<file path="config.mk">
export PLATFORM = sky130hd
export DESIGN_NAME = mem_sp_burst_reader
export DESIGN_NICKNAME = d
export VERILOG_FILES = /design/src/rtl/mem_sp_burst_reader.sv
export SDC_FILE = /design/constraint.sdc
export NUM_CORES = 1
export LEC_CHECK = 0
export ABC_AREA = 1
export ABC_CLOCK_PERIOD_IN_PS = 1890
export CAP_MARGIN = 20
export CORE_MARGIN = 2
export CORE_UTILIZATION = 47
export CTS_BUF_LIST = sky130_fd_sc_hd__clkbuf_16
export DETAILED_ROUTE_END_ITERATION = 10
export GPL_TIMING_DRIVEN = 0
export HOLD_SLACK_MARGIN = 0.12
export PLACE_DENSITY_LB_ADDON = 0.15
export SLEW_MARGIN = 30
export SYNTH_ARGS = -nofsm -noshare
export SYNTH_HDL_FRONTEND = slang
export SYNTH_SLANG_ARGS = --single-unit
</file>
<file path="constraint.sdc">
create_clock -name clk -period 1.89 [get_ports clk]
set_input_delay 0.189 -clock clk [delete_from_list [all_inputs] [get_ports clk]]
set_output_delay 0.189 -clock clk [all_outputs]
set_load 0.05 [all_outputs]
</file>
<file path="src/rtl/mem_sp_burst_reader.sv">
// Burst reader: streams req_len words from a single-port memory, in address order, into a FWFT output buffer.
// Latency: first out_valid RD_LAT+1 cycles after the first mem_ren; one word per cycle thereafter.
// Backpressure: reads are throttled so in-flight plus buffered words never exceed FIFO_DEPTH.
module mem_sp_burst_reader #(
    parameter int DATA_BIT   = 32,
    parameter int DEPTH      = 128,
    parameter int ADDR_BIT   = $clog2(DEPTH),
    parameter int RD_LAT     = 2,
    parameter int FIFO_DEPTH = 4
) (
    input  logic                clk,
    input  logic                rst_n,
    input  logic                req_valid,
    output logic                req_ready,
    input  logic [ADDR_BIT-1:0] req_addr,
    input  logic [ADDR_BIT:0]   req_len,
    output logic [ADDR_BIT-1:0] mem_addr,
    output logic                mem_ren,
    output logic                mem_wen,
    output logic [DATA_BIT-1:0] mem_wdata,
    output logic [DATA_BIT-1:0] mem_bwe,
    input  logic [DATA_BIT-1:0] mem_rdata,
    output logic                out_valid,
    input  logic                out_ready,
    output logic [DATA_BIT-1:0] out_data,
    output logic                out_last,
    output logic                busy,
    output logic                done
);
    localparam int PW = (FIFO_DEPTH > 1) ? $clog2(FIFO_DEPTH) : 1;
    localparam int CW = $clog2(FIFO_DEPTH + RD_LAT + 2);
    localparam logic [ADDR_BIT:0] LEN_ONE = 1;

    typedef enum logic [1:0] {IDLE, ISSUE, DRAIN} state_t;

    state_t              state;
    logic [ADDR_BIT-1:0] cur_addr;
    logic [ADDR_BIT-1:0] last_addr;
    logic [ADDR_BIT:0]   issue_left;
    logic [ADDR_BIT:0]   out_left;
    logic [RD_LAT-1:0]   vld_sr;
    logic [DATA_BIT-1:0] fifo_mem [FIFO_DEPTH];
    logic [PW-1:0]       wr_ptr;
    logic [PW-1:0]       rd_ptr;
    logic [CW-1:0]       fifo_cnt;
    logic [CW-1:0]       inflight_cnt;
    logic                push;
    logic                pop;

    always_comb begin
        inflight_cnt = '0;
        for (int i = 0; i < RD_LAT; i++) begin
            inflight_cnt = inflight_cnt + CW'(vld_sr[i]);
        end
    end

    assign req_ready = (state == IDLE);
    assign mem_ren   = (state == ISSUE) && ((inflight_cnt + fifo_cnt) < CW'(FIFO_DEPTH));
    // Memory sees the live address while reading, the last issued one otherwise.
    assign mem_addr  = mem_ren ? cur_addr : last_addr;
    assign mem_wen   = 1'b0;
    assign mem_wdata = '0;
    assign mem_bwe   = '0;

    assign push      = vld_sr[RD_LAT-1];
    assign out_valid = (fifo_cnt != '0);
    assign pop       = out_valid && out_ready;
    assign out_data  = out_valid ? fifo_mem[rd_ptr] : '0;
    assign out_last  = out_valid && (out_left == LEN_ONE);

    always_ff @(posedge clk or negedge rst_n) begin
        if (!rst_n) begin
            state      <= IDLE;
            cur_addr   <= '0;
            last_addr  <= '0;
            issue_left <= '0;
            out_left   <= '0;
            busy       <= 1'b0;
            done       <= 1'b0;
        end else begin
            done <= 1'b0;
            if (pop) begin
                out_left <= out_left - LEN_ONE;
            end
            case (state)
                IDLE: begin
                    if (req_valid) begin
                        if (req_len == '0) begin
                            done <= 1'b1;
                        end else begin
                            state      <= ISSUE;
                            busy       <= 1'b1;
                            cur_addr   <= req_addr;
                            issue_left <= req_len;
                            out_left   <= req_len;
                        end
                    end
                end
                ISSUE: begin
                    if (mem_ren) begin
                        last_addr  <= cur_addr;
                        cur_addr   <= (cur_addr == ADDR_BIT'(DEPTH - 1)) ? '0 : cur_addr + 1'b1;
                        issue_left <= issue_left - LEN_ONE;
                        if (issue_left == LEN_ONE) begin
                            state <= DRAIN;
                        end
                    end
                end
                DRAIN: begin
                    if (pop && (out_left == LEN_ONE)) begin
                        state <= IDLE;
                        busy  <= 1'b0;
                        done  <= 1'b1;
                    end
                end
                default: state <= IDLE;
            endcase
        end
    end

    // Clearing the tracker on reset is what discards words still in flight.
    always_ff @(posedge clk or negedge rst_n) begin
        if (!rst_n) begin
            vld_sr   <= '0;
            wr_ptr   <= '0;
            rd_ptr   <= '0;
            fifo_cnt <= '0;
        end else begin
            vld_sr[0] <= mem_ren;
            for (int i = 1; i < RD_LAT; i++) begin
                vld_sr[i] <= vld_sr[i-1];
            end
            if (push) begin
                wr_ptr <= (wr_ptr == PW'(FIFO_DEPTH - 1)) ? '0 : wr_ptr + 1'b1;
            end
            if (pop) begin
                rd_ptr <= (rd_ptr == PW'(FIFO_DEPTH - 1)) ? '0 : rd_ptr + 1'b1;
            end
            case ({push, pop})
                2'b10:   fifo_cnt <= fifo_cnt + 1'b1;
                2'b01:   fifo_cnt <= fifo_cnt - 1'b1;
                default: fifo_cnt <= fifo_cnt;
            endcase
        end
    end

    always_ff @(posedge clk) begin
        if (push) begin
            fifo_mem[wr_ptr] <= mem_rdata;
        end
    end
endmodule

</file>
# Yosys cells after proc, flatten, opt, wreduce, memory -nomap -nowiden
# Memory sizes are Yosys's and may differ from the RTL's.
# Index checks and enable logic that the tools add are counted.
[totals]
reg_bits = 43
ramBits = 128
in_bits = 51
output_inout_bits = 110
elab_cells = 83
mem_count = 1
[memory_table]
columns = ["name", "words", "word_bits", "rd", "rd_ports_with_merged_regs", "write_ports", "line_no", "text"]
rows = [
  ["fifo_mem", 4, 32, 1, 0, 1, "42", "logic [DATA_BIT-1:0] fifo_mem [FIFO_DEPTH];"],
]
[classes]
add_sub_neg = 9
n_lt_le_gt_ge = 1
n_eq_ne = 14
muxes = 34
n_reduce_logical = 13
[op_table]
columns = ["operator", "n"]
rows = [
  ["$mux 8", 7],
  ["$mux 7", 5],
  ["$mux 32", 1],
  ["$eq 8x1->1 const B", 2],
  ["$pmux 8 s2", 1],
  ["$sub 8x1->8 const B", 2],
  ["$mux 2", 7],
  ["$pmux 7 s2", 1],
  ["$eq 2x2->1 const B", 4],
  ["$logic_not 8->1", 1],
  ["$mux 1", 8],
  ["$ne 2x2->1 const B", 4],
  ["$reduce_and 4->1", 2],
  ["$add 7x1->7 const B", 1],
  ["$eq 7x7->1 const B", 1],
  ["$pmux 2 s3", 1],
  ["$pmux 3 s2", 1],
  ["$reduce_bool 2->1", 3],
  ["$reduce_and 5->1", 1],
  ["$add 2x1->2 const B", 2],
  ["$eq 2x1->1 const B", 2],
  ["$logic_and 1x1->1", 4],
  ["$pmux 1 s2", 2],
  ["$add 2x3->3", 1],
  ["7 further kinds", 7],
]

# Depth between registers and ports, before layout
[depth]
ltp_word = 6
ltp_mapped = 10
ltp_nobuf = 10

# Worst setup path after synthesis
# OpenSTA, ideal clock, no wires.
[synth_timing]
path_kind = "flip-flop to output port"
startpoint = "register fifo_cnt[0]"
endpoint = "output mem_addr[5]"
arrival_ps = 2262
t_required_ps = 1701
path_slack_ps = -561
stages_incl_launch_ff = 9
path_buffers = 1
cell_sequence = "dfrtp_1 > ha_1 > nand2_2 > nand2_2 > nand2_1 > nand2_2 > nand3_4 > buf_2 > o21ai_0"
[synth_via]
elab_chain_len = 4
[synth_rtl]
columns = ["item", "line_no", "text"]
rows = [
  ["start: declaration", "45", "logic [CW-1:0] fifo_cnt;"],
  ["start signal: assignment", "140", "2'b10: fifo_cnt <= fifo_cnt + 1'b1;"],
  ["start signal: assignment", "141", "2'b01: fifo_cnt <= fifo_cnt - 1'b1;"],
  ["start signal: assignment", "142", "default: fifo_cnt <= fifo_cnt;"],
  ["$add 2x3->3", "58", "assign mem_ren = (state == ISSUE) && ((inflight_cnt + fifo_cnt) < CW'(FIFO_DEPTH));"],
  ["$lt 3x3->1", "58", ""],
  ["$logic_and 1x1->1", "58", ""],
  ["$mux 7", "-", ""],
  ["end: declaration", "17", "output logic [ADDR_BIT-1:0] mem_addr,"],
]
# Every way passes these cells.

# Final worst setup path
[layout_timing]
startpoint = "register fifo_cnt[0]"
endpoint = "output mem_addr[4]"
# The elaborated chain is that of the path after synthesis.

==> metrics.md <==
| Metric | Value |
|---|---|
| Post-route ant nets | `0` |
| Router iterations before antenna repair | `6` |
| Fin nets | `1100` |
| Clock Path Buffers | `2` |
| FMAX | `0.4655 GHz` |
| Initial antenna violation count | `0` |
| Area delta synth->final | `50.55%` |
| Via density per instance | `4.950` |
| Crit path max fanout | `10` |
| Synth Warn # | `0` |
| Failing checks | `negative setup slack` |
| Hold Path Class | `primary input to async pin` |
| Largest family of logic cells by synthesized area | `simple AND/OR/NAND/NOR gates` |
| CTS Buf Count | `17` |
| CTS H-tree depth | `4` |
| Commonest non-fill, non-tap cell in the layout | `edfxtp_1` |
| Yosys reg bits | `171` |
| Starting DRT DRC Count | `445` |
| Syn Area/Cell | `10.07 sq um` |
| Crit. End Element | `primary output` |
| Max-capacitance violation count | `0` |
| Dominant cell type by area after synthesis | `edfxtp_1` |
| Synth async-reset ratio | `25.15%` |
| Clock sink count | `171` |
| Count of cell types in the netlist | `32` |
| Slowest stage cell on the critical path | `dfrtp_1` |
| Gr ovfl total | `0` |
| Drt wl/cell | `17.17 microns` |
| CORE AREA | `0.01670 sq mm` |
| Worst setup slack after layout | `-0.2582 ns` |
| Slew HR | `44.63%` |
| Unrepaired setup endpoints after global routing | `yes` |
| Final std cell area, no fill | `0.01217 sq mm` |
| CP cell instances | `ha_1, nand2_2, nand2_2, nand2_2, nand2_2, nand3_4, buf_8, nand2_1, nand2_4, buf_8` |
| Total GRT Usage | `22.82%` |
| Most frequent cells in the layout | `128 x edfxtp_1, 111 x nand2_1, 93 x buf_4` |
| Post-synth EDFFs | `128` |
| Fraction of synthesized area in multiplexers | `0%` |
| Final hold vios | `0` |
| Syn Inst Count | `803` |
| CP delay by family, top | `simple AND/OR/NAND/NOR gates` |
| CP startpoint kind | `flop` |
| Detailed placement HPWL | `11790 microns` |
| Slew Limit Fails | `0` |
| PortBufs | `95` |
| Worst-Margin Slew | `0.8293 ns` |
| First-pass GRT wire length | `31520 microns` |
| Post-Synth Adder-Cell Area | `2.105%` |
| Drt drc | `0` |
| Tcrit/Tclk final | `113.7%` |
| GP Congestion | `0.8201` |
| DR vias | `6287` |
| Synth Flop Type | `edfxtp_1` |
| Yosys top cell area share | `47.55%` |
| Sequential fraction of the synthesis area | `60.86%` |
| DIE HEIGHT | `135.2 microns` |
| Clock insertion delay at the later pin of the skew report | `0.43 ns` |
| CP arrival | `1.96 ns` |
| Largest net degree at the start of global routing | `44` |
| Post-Synth Simple-Gate Area | `15.97%` |
| Skew final | `0.008232 ns` |
| Overall routed net length | `21800 microns` |
| Max stage delay on crit path | `0.39 ns` |
| Starting Density | `48.40%` |
| Die X | `135.2 microns` |
| Crit-path most repeated cell | `nand2_2` |
| Share of layout cells above drive strength 1 | `40.51%` |
| Endpoints failing setup | `41` |
| Xor/xnor cell area share of the yosys netlist | `0.7584%` |
| Dpl cell area | `0.009756 sq mm` |
| Bufs and invs on worst path | `2` |
| Die ar. | `0.01827 sq mm` |
| Rows | `47` |
| Number of global-route vias before repair | `6048` |
| CTS clk-pin slew, worst paths | `0.06 ns` |
| CTS tree | `done` |
| Run status | `finished with violations` |
| Area contributors post-synth | `edfxtp_1 48%, dfrtp_1 13%, nor2_1 7.2%, buf_4 6.8%, o21ai_0 5.4%` |
| Root buf cell | `clkbuf_16` |
| Complex-gate fraction of the synthesized area | `9.704%` |
| Period minus WS final | `2.148 ns` |
| R2R Setup Slk | `0.06 ns` |
| Req. time, crit path | `1.70 ns` |
| WS Path Type | `flop to primary output` |
| Io pins | `161` |
| Cell Area, Synth | `0.008084 sq mm` |
## timing repair
action / in CTS / in global routing
buffers inserted: 28 / 16
endpoints found under the setup margin: 44 / 42
pin swaps: 32 / 91
hold buffers: 1 / 0
gates cloned: 16 / 2
hold endpoints to repair: 43 / 0
resized for setup: 515 / 160
## final cells by class
type                       count  area (sq um)
antenna                        1         2.502
clock buffer                  17         425.4
clock inverter                15         150.1
timing repair buffer         155          1826
inverter                      48         206.4
multi-input combinational    549          3468
fill                        1107          4531
tap                          220         275.3
buffer                        94         894.6
sequential                   171          4922
## cells by family (layout without fill, tap and decap cells)
logic type	count (synthesis)	in the layout
AOI/OAI and AO/OA	149	149
xor gates and xnor gates	7	7
adders and majority gates	13	13
buffers and inverters	147	329
DFF	171	171
other	1	66
and+or+nand+nor	315	315
## metrics by stage
step / TNS (ns) / instances / util, % / hold slack (ns) / setup slack (ns)
2_1_floorplan: -1.075 / 867 / - / -0.1066 / -0.1792
3_3_place_gp: -84.50 / 1182 / 57.98 / 0.3749 / -0.6594
3_5_place_dp: -24.24 / 1185 / 58.41 / 0.2262 / -0.7015
4_1_cts: -6.832 / 1262 / 69.77 / 0.3130 / -0.2665
5_1_grt: -9.548 / 1269 / 72.86 / 0.3335 / -0.3625
6_report: -6.735 / 1270 / 72.87 / 0.2963 / -0.2582
## synthesized netlist by cell type, types with 2 or more instances
| library cell | n |
|---|---|
| a21oi_1 | 34 |
| buf_6 | 2 |
| inv_2 | 7 |
| o21ai_2 | 7 |
| nor2_1 | 154 |
| clkbuf_1 | 12 |
| o21ai_1 | 17 |
| ha_1 | 12 |
| nand2_1 | 116 |
| inv_1 | 41 |
| buf_4 | 73 |
| dfrtp_1 | 43 |
| o21ai_0 | 88 |
| edfxtp_1 | 128 |
| nand2_2 | 12 |
| nand4_1 | 5 |
| xor2_1 | 4 |
| nand3_1 | 22 |
| buf_2 | 10 |
| buf_1 | 2 |
| xnor2_1 | 3 |
## state kept, by name (all words and copies together), names as in the netlist
name / cells
issue_left: 8
wr_ptr: 2
vld_sr: 2
fifo_cnt: 3
done: 1
rd_ptr: 2
last_addr: 7
out_left: 8
fifo_mem: 128
cur_addr: 7
state: 2
busy: 1
## worst paths after layout
check,to,from,cells after the start
max in group asynchronous,fifo_cnt[1],rst_n,2
hold / removal,out_left[1],rst_n,2
hold reg to reg,vld_sr[1],vld_sr[0],0
setup / recovery,mem_addr[4],fifo_cnt[0],10
setup reg to reg,fifo_cnt[2],fifo_cnt[0],9
min in group clk,out_left[2],req_len[2],3
## per-layer routing
metal  global-route usage [%]  routed length (microns)  vias to the layer above
met5                        0                        0                        -
li1                         -                        -                     3040
met1                    27.90                     8633                     2950
met3                    4.789                     1249                       42
met2                    40.02                    11440                      255
met4                    8.449                      479                        0
Power is not shown: default switching activity piles up to over one toggle a cycle in this logic, so the estimate is an artifact.
